File: config.mk
export PLATFORM = sky130hd
export DESIGN_NAME = u_product_accumulator
export DESIGN_NICKNAME = d
export VERILOG_FILES = /design/src/rtl/u_mul_pkg.sv /design/src/rtl/u_acc_adder.sv /design/src/rtl/u_product_accumulator.sv
export SDC_FILE = /design/constraint.sdc
export NUM_CORES = 1
export LEC_CHECK = 0
export ABC_CLOCK_PERIOD_IN_PS = 3650
export BUFFER_PORTS_ARGS = -buffer_cell sky130_fd_sc_hd__buf_2
export CAP_MARGIN = 40
export CORE_MARGIN = 4
export CORE_UTILIZATION = 54
export DETAILED_ROUTE_END_ITERATION = 10
export PLACE_DENSITY = 0.79
export SLEW_MARGIN = 20
export SYNTH_ARGS = -nofsm -noshare
export SYNTH_HDL_FRONTEND = slang
export SYNTH_SLANG_ARGS = --single-unit
export TNS_END_PERCENT = 1
File: constraint.sdc
create_clock -name clock -period 3.65 [get_ports clock]
set_clock_uncertainty 0.1 [all_clocks]
set_input_delay 0 -clock clock [delete_from_list [all_inputs] [get_ports clock]]
set_output_delay 0 -clock clock [all_outputs]
set_load 0.03 [all_outputs]
File: src/rtl/u_mul_pkg.sv
// Shared types and widths for the multiplier / product-accumulator datapath.
package u_mul_pkg;

    typedef enum logic [1:0] {
        IDLE  = 2'd0,
        ACCUM = 2'd1,
        DONE  = 2'd2
    } state_e;

    localparam int MUL_IN_W      = 8;
    localparam int MUL_PROD_W    = 16;
    localparam int DEFAULT_ACC_W = 24;

endpackage

File: src/rtl/u_acc_adder.sv
// Accumulator adder: acc + zero-extended product at ACC_W+1 bits, returns next sum and carry.
// U_PRODUCT_ACCUMULATOR_SATURATE_EN clamps the sum to all-ones on carry instead of wrapping.
module u_acc_adder #(
    parameter int PROD_W = 16,
    parameter int ACC_W  = 24
) (
    input  logic [ACC_W-1:0]  acc_i,
    input  logic [PROD_W-1:0] prod_i,
    output logic [ACC_W-1:0]  sum_o,
    output logic              carry_o
);

    logic [ACC_W:0] wide;

    assign wide    = {1'b0, acc_i} + {{(ACC_W + 1 - PROD_W){1'b0}}, prod_i};
    assign carry_o = wide[ACC_W];

`ifdef U_PRODUCT_ACCUMULATOR_SATURATE_EN
    // Once clamped, any further nonzero product carries again, so the sum stays pinned.
    assign sum_o = carry_o ? {ACC_W{1'b1}} : wide[ACC_W-1:0];
`else
    assign sum_o = wide[ACC_W-1:0];
`endif

endmodule

File: src/rtl/u_product_accumulator.sv
// Sums frames of COUNT products into an ACC_W-bit result with valid/ready on both sides.
// Optional build macro: U_PRODUCT_ACCUMULATOR_SATURATE_EN (saturate instead of wrap).
module u_product_accumulator
    import u_mul_pkg::*;
#(
    parameter int PROD_W = MUL_PROD_W,
    parameter int ACC_W  = DEFAULT_ACC_W,
    parameter int COUNT  = 4
) (
    input  logic              clock,
    input  logic              reset,
    input  logic              start,
    input  logic [PROD_W-1:0] prod,
    input  logic              in_valid,
    output logic              in_ready,
    output logic [ACC_W-1:0]  sum,
    output logic              sum_valid,
    input  logic              sum_ready,
    output logic              overflow,
    output logic              busy
);

    localparam logic [7:0] LAST_IDX = 8'(COUNT - 1);

    state_e            state_q;
    logic [ACC_W-1:0]  sum_q;
    logic              ovf_q;
    logic [7:0]        cnt_q;
    logic              sum_valid_q;
    logic              busy_q;

    logic [ACC_W-1:0]  add_sum;
    logic              add_carry;

    u_acc_adder #(
        .PROD_W (PROD_W),
        .ACC_W  (ACC_W)
    ) u_adder (
        .acc_i   (sum_q),
        .prod_i  (prod),
        .sum_o   (add_sum),
        .carry_o (add_carry)
    );

    always_ff @(posedge clock or negedge reset) begin
        if (!reset) begin
            state_q     <= IDLE;
            sum_q       <= '0;
            ovf_q       <= 1'b0;
            cnt_q       <= 8'd0;
            sum_valid_q <= 1'b0;
            busy_q      <= 1'b0;
        end else begin
            case (state_q)
                IDLE: begin
                    if (start) begin
                        state_q <= ACCUM;
                        sum_q   <= '0;
                        ovf_q   <= 1'b0;
                        cnt_q   <= 8'd0;
                        busy_q  <= 1'b1;
                    end
                end
                ACCUM: begin
                    if (in_valid) begin
                        sum_q <= add_sum;
                        cnt_q <= cnt_q + 8'd1;
                        if (add_carry) ovf_q <= 1'b1;
                        if (cnt_q == LAST_IDX) begin
                            state_q     <= DONE;
                            sum_valid_q <= 1'b1;
                        end
                    end
                end
                DONE: begin
                    if (sum_ready) begin
                        sum_valid_q <= 1'b0;
                        // start with the handshake chains straight into the next frame
                        if (start) begin
                            state_q <= ACCUM;
                            sum_q   <= '0;
                            ovf_q   <= 1'b0;
                            cnt_q   <= 8'd0;
                        end else begin
                            state_q <= IDLE;
                            busy_q  <= 1'b0;
                        end
                    end
                end
                default: begin
                    state_q     <= IDLE;
                    sum_valid_q <= 1'b0;
                    busy_q      <= 1'b0;
                end
            endcase
        end
    end

    assign in_ready  = (state_q == ACCUM);
    assign sum       = sum_q;
    assign sum_valid = sum_valid_q;
    assign overflow  = ovf_q;
    assign busy      = busy_q;

endmodule

==> results of run 1 <==
==> flip-flops by register name, indices dropped and copies added, names as in the netlist <==
signal	count
overflow	1
state_q	2
sum	24
cnt_q	8
busy	1
sum_valid	1
==> kinds of logic (layout without fill, tap and decap cells) <==
logic type / after synthesis / count (layout) / synth area share, %
buffers and inverters: 9 / 66 / 1.48
AO/OA/AOI/OAI: 76 / 76 / 20.9
multiplexers: 4 / 4 / 1.75
AND/OR/NAND/NOR: 79 / 79 / 17.9
XOR/XNOR: 19 / 19 / 7.27
adder cells (fa/ha/maj): 18 / 18 / 10.2
flip-flops: 37 / 37 / 40.5
==> synthesized netlist by cell type, drive strengths merged (4+ instances only) <==
| library cell | instances |
|---|---|
| dfrtp | 37 |
| and2 | 5 |
| nand2b | 4 |
| a22o | 4 |
| a21o | 7 |
| ha | 17 |
| xor2 | 12 |
| mux2i | 4 |
| inv | 4 |
| a21oi | 16 |
| nand3 | 5 |
| xnor2 | 7 |
| o21ai | 32 |
| nand4 | 4 |
| clkbuf | 4 |
| nand2 | 29 |
| and3 | 4 |
| nor2 | 15 |
==> final timing paths <==
| check | to | cells past startpoint |
|---|---|---|
| worst max-delay path | overflow | 8 |
| worst min-delay path | sum[1] | 3 |
| worst max register to register | overflow | 8 |
| worst min register to register | sum[18] | 1 |
| max in group asynchronous | state_q[0] | 3 |
| min in group asynchronous | sum[6] | 2 |
==> layout make-up <==
type / count / area share, %
clock buffers: 7 / 3.12
clock inverters: 1 / 1.09
inverters: 4 / 0.543
multi-input cells: 196 / 48.1
flip-flops and latches: 37 / 33.5
well taps: 50 / 2.26
repair buffers: 54 / 11.4
==> per-layer routing <==
metal | global-route usage, % | up-vias | part of all wire [%]
li1 | - | 992 | -
met1 | 29.6 | 954 | 49
met2 | 31.7 | 48 | 46
met3 | 4.96 | 4 | 4.7
met4 | 4.10 | 0 | 0.41
met5 | 0 | - | 0
==> metrics by stage <==
step,setup slack (ps),util [%],power [W],cell area [um2]
6_report,967,68.1,0.00235,2760
5_1_grt,826,68.1,0.00254,2760
4_1_cts,955,68.1,0.00236,2760
3_5_place_dp,968,64.3,0.00197,2610
3_3_place_gp,1020,63.6,0.00194,2580
2_1_floorplan,929,-,0.00165,2290
==> repair_timing <==
item,in CTS,in global routing
hold buffers,4,0
endpoints found under the hold margin,41,0
setup endpoints to repair,0,0
==> power by group <==
group	total (W)	internal (W)	switching [W]	leakage, nW
sequential	0.000682	0.000549	0.000132	0.471
combinational	0.00130	0.000502	0.000795	0.849
clock	0.000371	0.000223	0.000148	0.0585
==> worst reg2reg max path, cell delays in order (launching register included) <==
cell      delay (ps)
dfrtp_1          400
ha_1             220
fa_1             410
a21o_1           190
a221o_2          390
a41o_1           260
nand3b_4         160
and3_4           200
a32o_1           240
==> flow_summary.yaml, run 1 <==
global_routing:
  antenna_found_initial: 0
  grt_use_total_pct: 20.6
  grt_overflow: 0
  grt_pass1_vias: 1884
  grt_start_max_net_pins: 25
  grt_pass1_wl_mm: 8.63
clocking:
  path_clk_slew_ps: 80
  clock-root-buffer: "clkbuf_8"
  htree_levels: 2
  cts_tree: "done"
  postCtsSetupBuffers: 0
  cts_resized: 0
  clock-sinks: 37
  clk_latency_ps: 290
  cts_buffers: 5
  clockBufferDepth: 2
layout:
  final_nets: 337
  final_cell_mix: "48 x buf_2, 37 x dfrtp_1, 32 x o21ai_0, 29 x nand2_1, 17 x ha_1"
  layout_commonest_cell: "buf_2"
  nFillCells: 328
  final_cells: 349
  seq_area_um2: 926
  drive_gt1_share_pct: 22.7
  diodes: 0
  multiInputGateArea_mm2: 0.00133
  areaGrowthSynthToFinish_pct: 20.8
critical_path:
  required_ps: 3730
  path_delay_family: "compound AO/OA/AOI/OAI gates"
  cp_data_arrival_time_ps: 2770
  cp-startpoint: "sum[0]"
  crit_slowest_cell: "fa_1"
  timing.rr.start: "sum[0]"
  critPathMaxStageDelay_ps: 410
  cp-end-kind: "register"
  path_max_fanout: 3
  worstSetupPathType: "reg2reg"
  start_kind: "register"
  worstPathCellList: "ha_1 -> fa_1 -> a21o_1 -> a221o_2 -> a41o_1 -> nand3b_4 -> and3_4 -> a32o_1"
  r2r_slack_ps: 970
  path_buf_inv: 0
synthesis:
  yosys-top-cells-area: "dfrtp_1 40%, ha_1 9.3%, o21ai_0 7.0%"
  synth_fp_nets: 281
  synth_cells: 242
  yosysWarnings: 0
  yosys_register_bits: 37
  syn_area_mm2: 0.00229
  netlist-cell-type-count: 46
  synth.avg_cell_area_um2: 9.46
  synth_edf_count: 0
  async_flop_share_pct: 100
  ys_seq_area_share_pct: 40.5
  netlist.area_leader.share_pct: 40.5
  ys.flop_type: "dfrtp_1"
  yosysTopAreaCell: "dfrtp_1"
timing:
  whs_ps: 37.2
  finalMaxSlewViolations: 0
  fin_tns_setup_ps: 0
  setup_viol: 0
  finalHoldViolations: 0
  worstMarginPinSlew_ps: 602
  period_share_pct: 73.5
  max_freq_ghz: 0.373
  grt_setup_unrepaired: "no"
  post-route-min-period_ps: 2680
  slew_headroom_pct: 59.7
min_path:
  worstHoldPathType: "in2reg"
  hold_start: "prod[1]"
floorplan:
  rows: 23
  die_y_um: 73.1
  ios: 49
  die_area_mm2: 0.00534
  core-area_mm2: 0.00406
  start_util_pct: 56.4
  fp.dieW_um: 73.1
detailed_routing:
  viasPerCell: 5.72
  ant_nets: 0
  wl_mm: 5.18
  drcViolationCount: 0
  wire_per_inst_um: 14.8
  firstDrtPassIters: 4
  drt_first_iter_violations: 114
  num_vias: 1998
pwr:
  cellPowerDensity_mw_per_mm2: 850
  peakVddDrop_mv: 0.446
  p_leak_nw: 1.38
place:
  place_congestion: 0.859
  place_inst: 337
  post-dp-hpwl_mm: 3.81
  numPortBuffers: 48
run:
  maxCapViolCount: 0
outcome:
  status: "complete, no violations"
No activity file was read; power rests on OpenSTA's default activity.
==> inputs of run 2 (changes only) <==
- ABC_CLOCK_PERIOD_IN_PS: 3650 -> 2600
- clock period: 3.65 -> 2.6 ns (I/O delays scaled with it)
==> run 2 against run 1 <==
The flow now finishes with violations (setup timing). Wire length increased by 2.2%. Die area unchanged. Via count increased by 1.3%. Utilization increased by 2.0 points. Non-clock buffer count increased by 9. Combinational power increased by 48%. Flip-flop and latch count unchanged. Critical path type unchanged. Critical endpoint is now sum[18]. Largest cell class unchanged. Maximum frequency increased by 2.9%.
==> flow_summary.yaml, run 2 (synthesis results as in run 1) <==
outcome:
  status: "finished, violations left"
  violations: "setup timing"
global_routing:
  grt_overflow: 0
  grt_start_max_net_pins: 26
  grt_pass1_wl_mm: 8.69
  grt_use_total_pct: 20.7
  grt_pass1_vias: 1931
  antenna_found_initial: 0
critical_path:
  path_max_fanout: 3
  cp_data_arrival_time_ps: 2720
  timing.rr.start: "sum[0]"
  start_kind: "register"
  required_ps: 2710
  cp-end-kind: "register"
  cp-startpoint: "sum[0]"
  rr_worst_depth: 9
  worstSetupPathType: "reg2reg"
  r2r_slack_ps: -7
  reg2reg_to: "sum[18]"
clocking:
  clock-sinks: 37
  htree_levels: 2
  path_clk_slew_ps: 80
  cts_buffers: 5
  cts_tree: "done"
  clk_latency_ps: 290
  clockBufferDepth: 2
  clock-root-buffer: "clkbuf_8"
pwr:
  p_sw_w: 0.00155
  clkPwrFrac_pct: 14.4
  sequentialPowerShare_pct: 28.4
  p_comb_share_pct: 57.2
  power.internal_w: 0.00183
  p_leak_nw: 1.41
  peakVddDrop_mv: 0.617
  p_sw_share_pct: 45.7
  cellPowerDensity_mw_per_mm2: 1190
floorplan:
  die_y_um: 73.1
  core-area_mm2: 0.00406
  fp.dieW_um: 73.1
  start_util_pct: 56.4
  die_area_mm2: 0.00534
  rows: 23
  ios: 49
timing:
  slew_headroom_pct: 47.0
  worstMarginPinSlew_ps: 792
  finalHoldViolations: 0
  finalMaxSlewViolations: 0
  setup_viol: 1
  max_freq_ghz: 0.384
  post-route-min-period_ps: 2610
  worst_slack_ps: -6.81
  fin_tns_setup_ps: -6.81
  grt_setup_unrepaired: "yes"
  period_share_pct: 100
place:
  numPortBuffers: 48
  place_congestion: 0.851
  post-dp-hpwl_mm: 3.82
  dp_slack_ps: -5.40
run:
  maxCapViolCount: 0
layout:
  layout_commonest_cell: "buf_2"
  areaGrowthSynthToFinish_pct: 24.3
  seq_area_um2: 927
  multiInputGateArea_mm2: 0.00136
  nFillCells: 324
  final_cell_mix: "48 x buf_2, 36 x dfrtp_1, 31 x o21ai_0, 29 x nand2_1, 16 x ha_1"
  largest_reg_flops: 24
  drive_gt1_share_pct: 27.0
  final_nets: 346
  diodes: 0
detailed_routing:
  drcViolationCount: 0
  ant_nets: 0
  wl_mm: 5.29
  viasPerCell: 5.67
  drt_first_iter_violations: 133
  wire_per_inst_um: 14.8
  firstDrtPassIters: 4
  num_vias: 2023
min_path:
  worstHoldPathType: "in2async"
==> run 2: repair_timing <==
item                                   4_1_cts  5_1_grt
endpoints found under the hold margin       41        0
pin swaps                                    4        7
setup endpoints to repair                    2        7
resized for setup                            1        4
buffers inserted                             3        2
hold buffers                                 4        0
==> run 2: metal layers <==
metal  vias to the layer above  GRT usage (%)  routed length, um
li1                       1007              -                  -
met1                       946           29.3               2490
met3                        10           3.44                284
met5                         -              0                  0
met2                        60           31.3               2420
met4                         0           8.40                 92
==> run 2: area by class of cell <==
type	count	share of cell area, %
Clock buffer	5	2.42
Multi-Input combinational cell	196	47.8
Clock inverter	2	1.23
Inverter	4	0.528
Tap cell	50	2.20
Timing Repair Buffer	63	13.2
Sequential cell	37	32.6
==> run 2: power by group through the flow <==
| stage | registers, W | clock network [W] | logic [W] |
|---|---|---|---|
| 4_1_cts | 0.000958 | 0.000501 | 0.00190 |
| 6_report | 0.000960 | 0.000485 | 0.00193 |
| 5_1_grt | 0.000991 | 0.000517 | 0.00213 |
| 2_1_floorplan | 0.00122 | 0 | 0.00110 |
| 3_3_place_gp | 0.000955 | 0 | 0.00181 |
| 3_5_place_dp | 0.000965 | 0 | 0.00184 |
==> run 2: critical path, stage by stage (launching register included) <==
cell and delay (ps):
dfrtp_2 430, ha_4 170, fa_2 360, a21o_1 180, a221o_2 390, a41o_1 260, nand3b_4 160, and3_4 210
nand3_2 70, mux2i_1 180
==> run 2: how the worst max path moves through the flow <==
| stage | end | slack, ps | cells past startpoint |
|---|---|---|---|
| final | sum[18] | -7 | 9 |
| after floorplan | overflow | 2 | 8 |
| after detailed placement | sum[14] | -5 | 9 |
| after CTS | overflow | -2 | 8 |
| after global routing | sum[18] | -90 | 9 |
| after global placement | overflow | 50 | 8 |
==> run 2: metrics by stage <==
| step | area (um2) | total power, W | cells | util (%) | hold slack (ps) |
|---|---|---|---|---|---|
| 2_1_floorplan | 2290 | 0.00232 | 242 | - | -396 |
| 3_3_place_gp | 2620 | 0.00277 | 340 | 64.5 | 49.1 |
| 5_1_grt | 2840 | 0.00364 | 357 | 70.1 | 56.6 |
| 4_1_cts | 2810 | 0.00336 | 355 | 69.3 | 45.5 |
| 6_report | 2840 | 0.00338 | 357 | 70.1 | 33.0 |
| 3_5_place_dp | 2640 | 0.00280 | 341 | 65.0 | -178 |
==> inputs of run 3 (changes only) <==
- ABC_CLOCK_PERIOD_IN_PS: 2600 -> 2240
- CORE_UTILIZATION: 54 -> 49
- CTS_CLUSTER_SIZE: not set -> 25
- PLACE_DENSITY: 0.79 -> 0.76
- SKIP_LAST_GASP: not set -> 1
- clock period: 2.6 -> 2.24 ns (I/O delays scaled with it)
==> run 3 against run 2 <==
The flow still finishes with violations (setup timing). Setup slack worse by 240 ps. Via count is 2.0% higher. Sequential power increased by 15%. Maximum frequency increased by 5.0%. Total power increased by 23%. Design area rose by 4.2%. Cell count grew 4.8%. Register-to-register slack worse by 240 ps. Critical path depth unchanged. Global-route usage shrank 0.62 points. Clock power increased by 27%. Critical path type unchanged.
==> flow_summary.yaml, run 3 (synthesis results as in run 1) <==
outcome:
  status: "finished, violations left"
  violations: "setup timing"
timing:
  grt_setup_unrepaired: "yes"
  setup_viol: 16
  max_freq_ghz: 0.403
  fin_tns_setup_ps: -2500
  period_share_pct: 111
  finalHoldViolations: 0
  finalMaxSlewViolations: 0
  worst_slack_ps: -242
  slew_headroom_pct: 65.4
  post-route-min-period_ps: 2480
  whs_ps: 44.9
  worstMarginPinSlew_ps: 515
critical_path:
  cp-end-kind: "register"
  worstPathCellList: "ha_4 -> fa_2 -> a21o_1 -> a221o_2 -> a41o_1 -> nand3b_4 -> and3_4 -> nand3_1 -> mux2i_1"
  worstSetupPathType: "reg2reg"
  timing.rr.start: "sum[0]"
  critPathMaxStageDelay_ps: 430
  path_delay_family: "compound AO/OA/AOI/OAI gates"
  start_kind: "register"
  r2r_slack_ps: -240
  cp_data_arrival_time_ps: 2600
  crit_slowest_cell: "dfrtp_2"
  required_ps: 2360
  path_buf_inv: 0
  path_max_fanout: 3
  reg2reg_to: "sum[18]"
  rr_worst_depth: 9
layout:
  areaGrowthSynthToFinish_pct: 29.5
  seq_area_um2: 927
  diodes: 0
  final_nets: 360
  final_cell_mix: "48 x buf_2, 36 x dfrtp_1, 32 x o21ai_0, 29 x nand2_1, 24 x buf_4"
  multiInputGateArea_mm2: 0.00135
  largest_reg_flops: 24
  nFillCells: 380
  layout_commonest_cell: "buf_2"
  drive_gt1_share_pct: 29.8
floorplan:
  die_y_um: 76.3
  core-area_mm2: 0.00444
  die_area_mm2: 0.00583
  rows: 24
  fp.dieW_um: 76.3
  start_util_pct: 51.5
  ios: 49
detailed_routing:
  drcViolationCount: 0
  ant_nets: 0
  wl_mm: 5.49
  viasPerCell: 5.52
  wire_per_inst_um: 14.7
  firstDrtPassIters: 4
  drt_first_iter_violations: 166
  num_vias: 2064
place:
  place_congestion: 0.816
  post-dp-hpwl_mm: 4.02
  numPortBuffers: 48
global_routing:
  grt_pass1_wl_mm: 9.63
  grt_overflow: 0
  grt_use_total_pct: 20.1
  antenna_found_initial: 0
  grt_pass1_vias: 2094
  grt_start_max_net_pins: 38
clocking:
  htree_levels: 2
  cts_buffers: 5
  postCtsSetupBuffers: 0
  clock-root-buffer: "clkbuf_8"
  clock-sinks: 37
  clockBufferDepth: 2
  cts_tree: "done"
  clk_latency_ps: 290
  path_clk_slew_ps: 80
min_path:
  worstHoldPathType: "in2async"
pwr:
  p_leak_nw: 1.49
  cellPowerDensity_mw_per_mm2: 1400
  peakVddDrop_mv: 0.627
run:
  maxCapViolCount: 0
## run 3: area by class of cell
cell class	instances	area share [%]
Clock inverter	2	1.27
Timing Repair Buffer	77	16.5
Tap cell	52	2.20
Sequential cell	37	31.3
Multi-Input combinational cell	196	45.5
Inverter	4	0.507
Clock buffer	6	2.79
## run 3: report_power, final
| part | internal, W | leakage (nW) | switching, W |
|---|---|---|---|
| logic | 0.00105 | 0.962 | 0.00139 |
| clock network | 0.000362 | 0.0574 | 0.000252 |
| registers | 0.000896 | 0.470 | 0.000204 |
| total | 0.00231 | 1.49 | 0.00185 |
## run 3: worst max path at each step
stage          slack [ps]   start  cells past startpoint        to
2_1_floorplan        -300  sum[0]                      8  overflow
3_3_place_gp         -230  sum[0]                      8  overflow
3_5_place_dp         -270  sum[0]                      8  overflow
4_1_cts              -250  sum[0]                      9   sum[18]
5_1_grt              -340  sum[0]                      9   sum[14]
6_report             -240  sum[0]                      9   sum[18]
## run 3: metrics by stage
stage / utilization [%] / instance area (um2) / setup WS [ps] / std cells / total power, W
2_1_floorplan: - / 2300 / -300 / 242 / 0.00270
3_3_place_gp: 62.4 / 2770 / -226 / 361 / 0.00343
3_5_place_dp: 62.4 / 2770 / -267 / 361 / 0.00350
4_1_cts: 66.0 / 2940 / -249 / 373 / 0.00416
5_1_grt: 66.7 / 2960 / -341 / 374 / 0.00452
6_report: 66.7 / 2960 / -242 / 374 / 0.00416
## run 3: timing repair
| action | 4_1_cts | 5_1_grt |
|---|---|---|
| setup endpoints to repair | 16 | 17 |
| hold endpoints to repair | 41 | 0 |
| pin swaps | 1 | 0 |
| resized for setup | 1 | 0 |
| gates cloned | 0 | 0 |
| hold buffers | 4 | 0 |
## run 3: metal layers
metal | routed length, um | vias up | GRT usage [%]
met5 | 0 | - | 0
met4 | 68 | 0 | 5.43
met3 | 194 | 5 | 4.14
met2 | 2640 | 39 | 33.8
met1 | 2590 | 980 | 26.1
li1 | - | 1040 | -
